==> config.mk <==
export PLATFORM = sky130hd
export DESIGN_NAME = dest_hazard_unit
export DESIGN_NICKNAME = d
export VERILOG_FILES = /design/src/rtl/dest_hazard_unit_pkg.sv /design/src/rtl/dest_hazard_unit_slot.sv /design/src/rtl/dest_hazard_unit.sv
export SDC_FILE = /design/constraint.sdc
export NUM_CORES = 1
export LEC_CHECK = 0
export CORE_AREA = 2 2 67 69
export CTS_BUF_LIST = sky130_fd_sc_hd__clkbuf_16
export DETAILED_ROUTE_END_ITERATION = 6
export DIE_AREA = 0 0 69 71
export GPL_ROUTABILITY_DRIVEN = 0
export PLACE_DENSITY = 0.8
export REMOVE_ABC_BUFFERS = 1
export SYNTH_ARGS = -nofsm -noshare
export SYNTH_HDL_FRONTEND = slang
export SYNTH_SLANG_ARGS = --single-unit
==> constraint.sdc <==
create_clock -name clk -period 2.5 [get_ports clk]
set_input_delay 0.5 -clock clk [delete_from_list [all_inputs] [get_ports clk]]
set_output_delay 0.5 -clock clk [all_outputs]
set_load 0.01 [all_outputs]
==> src/rtl/dest_hazard_unit_pkg.sv <==
// Shared constants for the hazard unit and the datapath operand muxes:
// register-number width and the operand-forwarding select encodings.
package dest_hazard_unit_pkg;

   localparam int unsigned REG_AW = 5;

   typedef enum logic [1:0] {
      FWD_RF  = 2'd0,
      FWD_EX  = 2'd1,
      FWD_MEM = 2'd2,
      FWD_WB  = 2'd3
   } fwd_sel_e;

   // Youngest producer wins: EX over MEM over WB.
   function automatic fwd_sel_e fwd_pick(input logic ex_hit, input logic mem_hit,
                                         input logic wb_hit);
      fwd_sel_e sel;
      sel = FWD_RF;
      if (ex_hit) begin
         sel = FWD_EX;
      end else if (mem_hit) begin
         sel = FWD_MEM;
      end else if (wb_hit) begin
         sel = FWD_WB;
      end
      return sel;
   endfunction

endpackage

==> src/rtl/dest_hazard_unit_slot.sv <==
// One pipeline slot {valid, we, is_load, dest} with async active-low clear.
// A bubble request loads an all-zero (invalid) slot instead of the input.
module dest_slot_reg #(
   parameter int unsigned REG_AW = 5
) (
   input  logic              clk,
   input  logic              rst_n,
   input  logic              bubble_i,
   input  logic              valid_i,
   input  logic              we_i,
   input  logic              is_load_i,
   input  logic [REG_AW-1:0] dest_i,
   output logic              valid_o,
   output logic              we_o,
   output logic              is_load_o,
   output logic [REG_AW-1:0] dest_o
);

   logic              valid_d, valid_q;
   logic              we_d, we_q;
   logic              is_load_d, is_load_q;
   logic [REG_AW-1:0] dest_d, dest_q;

   always_comb begin
      valid_d   = valid_i;
      we_d      = we_i;
      is_load_d = is_load_i;
      dest_d    = dest_i;
      if (bubble_i) begin
         valid_d   = 1'b0;
         we_d      = 1'b0;
         is_load_d = 1'b0;
         dest_d    = '0;
      end
   end

   always_ff @(posedge clk or negedge rst_n) begin
      if (!rst_n) begin
         valid_q   <= 1'b0;
         we_q      <= 1'b0;
         is_load_q <= 1'b0;
         dest_q    <= '0;
      end else begin
         valid_q   <= valid_d;
         we_q      <= we_d;
         is_load_q <= is_load_d;
         dest_q    <= dest_d;
      end
   end

   assign valid_o   = valid_q;
   assign we_o      = we_q;
   assign is_load_o = is_load_q;
   assign dest_o    = dest_q;

endmodule

==> src/rtl/dest_hazard_unit.sv <==
// Destination-tracking hazard unit: EX/MEM/WB slot shadow, operand forwarding
// selects, load-use stall and a saturating stall-cycle counter.
module dest_hazard_unit #(
   parameter int unsigned REG_AW = dest_hazard_unit_pkg::REG_AW,
   parameter int unsigned CNT_W  = 16
) (
   input  logic              clk,
   input  logic              rst_n,
   input  logic              id_valid,
   input  logic [REG_AW-1:0] id_rs,
   input  logic [REG_AW-1:0] id_rt,
   input  logic              id_rs_used,
   input  logic              id_rt_used,
   input  logic [REG_AW-1:0] id_dest,
   input  logic              id_we,
   input  logic              id_is_load,
   input  logic              flush,
   output logic              stall,
   output logic [1:0]        fwd_a,
   output logic [1:0]        fwd_b,
   output logic [REG_AW-1:0] wb_dest,
   output logic              wb_we,
   output logic [CNT_W-1:0]  stall_cnt
);

   import dest_hazard_unit_pkg::*;

   logic              ex_valid, ex_we, ex_ld;
   logic              mem_valid, mem_we, mem_ld;
   logic              wb_valid, wb_we_s, wb_ld;
   logic [REG_AW-1:0] ex_dest, mem_dest, wb_dest_s;
   logic              ex_bubble;

   assign ex_bubble = !(id_valid && !stall && !flush);

   dest_slot_reg #(.REG_AW(REG_AW)) u_ex_slot (
      .clk       (clk),
      .rst_n     (rst_n),
      .bubble_i  (ex_bubble),
      .valid_i   (id_valid),
      .we_i      (id_we),
      .is_load_i (id_is_load),
      .dest_i    (id_dest),
      .valid_o   (ex_valid),
      .we_o      (ex_we),
      .is_load_o (ex_ld),
      .dest_o    (ex_dest)
   );

   dest_slot_reg #(.REG_AW(REG_AW)) u_mem_slot (
      .clk       (clk),
      .rst_n     (rst_n),
      .bubble_i  (1'b0),
      .valid_i   (ex_valid),
      .we_i      (ex_we),
      .is_load_i (ex_ld),
      .dest_i    (ex_dest),
      .valid_o   (mem_valid),
      .we_o      (mem_we),
      .is_load_o (mem_ld),
      .dest_o    (mem_dest)
   );

   dest_slot_reg #(.REG_AW(REG_AW)) u_wb_slot (
      .clk       (clk),
      .rst_n     (rst_n),
      .bubble_i  (1'b0),
      .valid_i   (mem_valid),
      .we_i      (mem_we),
      .is_load_i (mem_ld),
      .dest_i    (mem_dest),
      .valid_o   (wb_valid),
      .we_o      (wb_we_s),
      .is_load_o (wb_ld),
      .dest_o    (wb_dest_s)
   );

   // "Writing r": valid producer of a non-zero destination equal to r.
   logic ex_wr_rs, mem_wr_rs, wb_wr_rs;
   logic ex_wr_rt, mem_wr_rt, wb_wr_rt;
   logic rs_nz, rt_nz;

   always_comb begin
      rs_nz     = (id_rs != '0);
      rt_nz     = (id_rt != '0);
      ex_wr_rs  = ex_valid  && ex_we   && (ex_dest   == id_rs) && rs_nz;
      mem_wr_rs = mem_valid && mem_we  && (mem_dest  == id_rs) && rs_nz;
      wb_wr_rs  = wb_valid  && wb_we_s && (wb_dest_s == id_rs) && rs_nz;
      ex_wr_rt  = ex_valid  && ex_we   && (ex_dest   == id_rt) && rt_nz;
      mem_wr_rt = mem_valid && mem_we  && (mem_dest  == id_rt) && rt_nz;
      wb_wr_rt  = wb_valid  && wb_we_s && (wb_dest_s == id_rt) && rt_nz;
   end

   always_comb begin
      stall = id_valid && ex_ld &&
              ((id_rs_used && ex_wr_rs) || (id_rt_used && ex_wr_rt));
      fwd_a = FWD_RF;
      fwd_b = FWD_RF;
      if (!stall && id_rs_used) begin
         fwd_a = fwd_pick(ex_wr_rs, mem_wr_rs, wb_wr_rs);
      end
      if (!stall && id_rt_used) begin
         fwd_b = fwd_pick(ex_wr_rt, mem_wr_rt, wb_wr_rt);
      end
   end

   // A flushed stall never reaches EX, so it is not a lost cycle.
   logic [CNT_W-1:0] cnt_d, cnt_q;

   always_comb begin
      cnt_d = cnt_q;
      if (stall && !flush && (cnt_q != '1)) begin
         cnt_d = cnt_q + CNT_W'(1);
      end
   end

   always_ff @(posedge clk or negedge rst_n) begin
      if (!rst_n) begin
         cnt_q <= '0;
      end else begin
         cnt_q <= cnt_d;
      end
   end

   assign stall_cnt = cnt_q;
   assign wb_dest   = wb_dest_s;
   assign wb_we     = wb_valid && wb_we_s && (wb_dest_s != '0);

   logic unused_ld;
   assign unused_ld = wb_ld;

endmodule

==> run summary <==
For this run, the slowest stage of the critical path takes 0.52 ns. No sink is reached through more buffers than the 2 on the longest clock path. The count of vias placed by the detailed router was 1796. The area used by multi-input combinational logic came out at 1180 um2. Most frequent standard cell in the layout excluding fill and tap cells: buf_4.

Largest delay contributor family on the critical path: simple AND/OR/NAND/NOR gates. The critical path is of the reg2out type. For the cell area after technology mapping, the log shows 1950 um2. Detailed placement finished with a half-perimeter wire length of 3660 um. At the worst endpoint, the arrival time is 2.09 ns.

Before CTS, the worst setup slack after placement is -0.873 ns. The worst hold path passes through 0 cells. Clock skew on the completed layout was measured at 0.0105 ns.

Setup repair after global routing could not meet its margin everywhere. The run gives 121 as the violation count after the first detailed-route iteration. The run finished, with violations left.

The tools report the via count of the first global-routing pass as 1850. The tools report the type of destination of the critical path as an output pin. For flop-to-flop paths, the worst setup slack is 0.06 ns.

The critical path goes through xnor2_1, nand4_1, or4_4, nand2b_4, a211oi_2, buf_2. The ratio of cells with drive above 1 in the final layout was 38.9%. After detailed routing, the total wire length is 5820 um.

Across the whole layout, storage elements account for 953 um2. Counting flops and latches in the post-synthesis netlist gives 38. The repair_antennas step left the layout with diodes totalling 0. Dividing the detail-routed via count by the number of cells gives 5.41. The final reports fail on setup timing. The min-delay analysis places its worst path in the category reg2reg. 50 I/O pins were placed. Max-cap violations in this run came to 0. Each instance of the synthesized netlist takes up on average 11.1 um2. The worst hold path begins at u_mem_slot.valid_o. The shortest period the worst path allows was 2.59 ns. The post-route core utilization was 75.4%; the core area was 4200 um2. Entering global routing, the biggest net connects 39 pins. Row generation in the floorplan step produced 24 rows. The run gives 0 as the number of hold violations in the final report. The number of placed instances, taps included, is 314. After technology mapping, the gate count stands at 176.

The worst hold path terminates at u_wb_slot.valid_o. The remaining antenna violation count after routing is 0, and the starting utilization of the core area is 46.4%. The final count of negative-setup-slack endpoints is 4, and the worst hold margin is 0.410 ns. For this run, the post-layout net count is 303. The tools report the final setup slack of the worst path as -0.0935 ns. The run gives 332 as the number of standard cells in the final layout excluding fillers. The number of antenna violations at the first check in global routing is 0.

The slowest stage of the critical path is the or4_4 cell. After detailed placement, the total cell area comes to 2780 um2. Adding up every negative setup slack in the final design gives -0.212 ns. In this run the power density over the cells is 455 nW/um2. Buffers inserted during clock tree synthesis total 5. The worst register-to-register path ends at u_ex_slot.dest_o[1]. The TritonCTS sink count was 38. The number of inserted filler cells in the final layout is 251.

The Yosys step of the flow raised 0 warnings. The final non-filler cell area is 3170 um2. The logic depth of the worst register-to-register path is 10, and the buffers plus inverters on the worst setup path is 1. The overall track demand over capacity in global routing was 23.1%. For the leakage power, the log shows 1.42 nW. The first global-routing pass estimated 8850 um of wire.

At the pin with the least slew margin, the transition time is 0.480 ns. The post-route clock period utilization is 104%, and the clock latency reported for the late side of the worst-skew pair is 0.28 ns. At the worst endpoint, the required time is 2.00 ns. Total power for the finished layout comes to 1.44 mW.

TritonCTS built the clock tree. VDD sags by at most 528 uV. The per-cell routed wire length was 17.5 um. The worst slew margin relative to its limit is 67.2%. The number of different library cells in the post-synthesis netlist is 33.

The run gives 386 MHz as the highest achievable clock rate. The tools report the number of slew-limit violations in the final report as 0. The H-tree depth was 2; the die outline area was 4900 um2. In the layout the commonest cells are 39 x buf_4, 36 x dfrtp_1, 34 x clkdlybuf4s50_1. Measured along the x axis, the die boundary spans 69 um. The layout overhead on the synthesized area was 62.5%.

Of the synthesized area, sequential elements account for 48.7%. Measured along the y axis, the die boundary spans 71 um. The clock tree root driver cell is clkbuf_16.

The largest fanout of any net on the critical path is 2. The tools report the beginning of the worst register-to-register path as u_ex_slot.dest_o[2]. The clock-pin transition on the worst setup and hold timing paths is 0.06 ns. The category of the worst setup path launch point is a flip-flop. The number of iterations in the first detailed-routing pass is 4, and the remaining global-route overflow is 0. During placement, the flow inserted port buffers numbering 49. For this run, design rule violations remaining after detail routing come to 0.
## Yosys cell counts
master	n	area, um2
buf_6	1	11.3
o21ai_0	1	5.00
a221oi_1	1	8.76
nor4b_4	1	23.8
nand2_1	14	52.6
nor3b_1	2	15.0
nand3_1	8	40.0
a211oi_1	1	7.51
and3_1	2	12.5
o211ai_2	1	12.5
or4_1	1	7.51
nor2_1	11	41.3
mux2_4	1	15.0
ha_1	1	12.5
nand4_1	11	68.8
and2_1	8	50.1
nor4_1	1	6.26
dfrtp_1	38	951
nor2_2	1	6.26
a2111oi_0	1	8.76
nor4_4	1	21.3
or4_4	2	22.5
nor3_1	6	30.0
xnor2_1	34	298
o211a_1	2	20.0
nor2_4	2	22.5
nand2b_1	1	6.26
nor2b_1	1	6.26
xor2_1	11	96.3
nor4_2	1	12.5
a21oi_1	3	15.0
nor4b_2	2	30.0
inv_1	4	15.0
## sequential cells by signal, indices dropped and copies added, names as in the netlist
signal	count
u_ex_slot.is_load_o	1
u_ex_slot.valid_o	1
u_mem_slot.dest_o	5
u_mem_slot.we_o	1
u_wb_slot.dest_o	5
stall_cnt	16
u_mem_slot.valid_o	1
u_wb_slot.we_o	1
u_ex_slot.dest_o	5
u_wb_slot.valid_o	1
u_ex_slot.we_o	1
## where the power goes
part	internal [mW]	total (mW)	switching (mW)
sequential	0.630	0.646	0.0163
combinational	0.110	0.199	0.0884
clock	0.360	0.599	0.239
## routing by layer
metal / up-vias / share of wire [%] / GRT usage (%)
li1: 814 / - / -
met3: 16 / 4.8 / 3.99
met5: - / 0 / 0
met1: 898 / 44 / 30.0
met4: 0 / 2.0 / 8.28
met2: 68 / 50 / 39.0
## cells by family after synthesis
kind of cell               count (synthesis)  synth area share [%]
buffers and inverters                      5                  1.35
AOI/OAI and AO/OA                         10                  3.97
and+or+nand+nor                           76                  24.4
DFF                                       38                  48.7
xor gates and xnor gates                  45                  20.2
adders and majority gates                  1                 0.641
muxes                                      1                 0.769
## worst reg2reg max path, delay by kind of cell (launching register included)
kind	cells	cell delay, ns
flops	1	0.44
compound gates	1	0.30
simple gates	4	0.92
buf+inv	4	0.55
xor+xnor	1	0.14
## cell type report
cell class	count	share of cell area, %
timing repair buffer	97	25.9
multi-input combinational	133	37.2
sequential	38	30.1
clock buffer	5	3.94
inverter	4	0.473
tap	52	2.05
clock inverter	3	0.394
## worst max path at each step
stage	startpoint	to	slack, ns	depth (start not counted)
floorplan	id_rt[1]	fwd_b[0]	0.13	6
global placement	id_rs[3]	fwd_a[0]	-0.86	7
detailed placement	id_rs[3]	fwd_a[0]	-0.87	7
CTS	u_wb_slot.dest_o[3]	fwd_a[0]	-0.07	6
global route	u_ex_slot.dest_o[2]	fwd_b[0]	-0.14	8
finish	u_wb_slot.dest_o[1]	fwd_a[0]	-0.09	6
## timing repair
action,4_1_cts,5_1_grt
pin swaps,24,23
gates resized for setup,69,33
buffers inserted,6,4
setup endpoints to repair,14,5
hold buffers,0,0
Power figures use the tool's default switching activity.
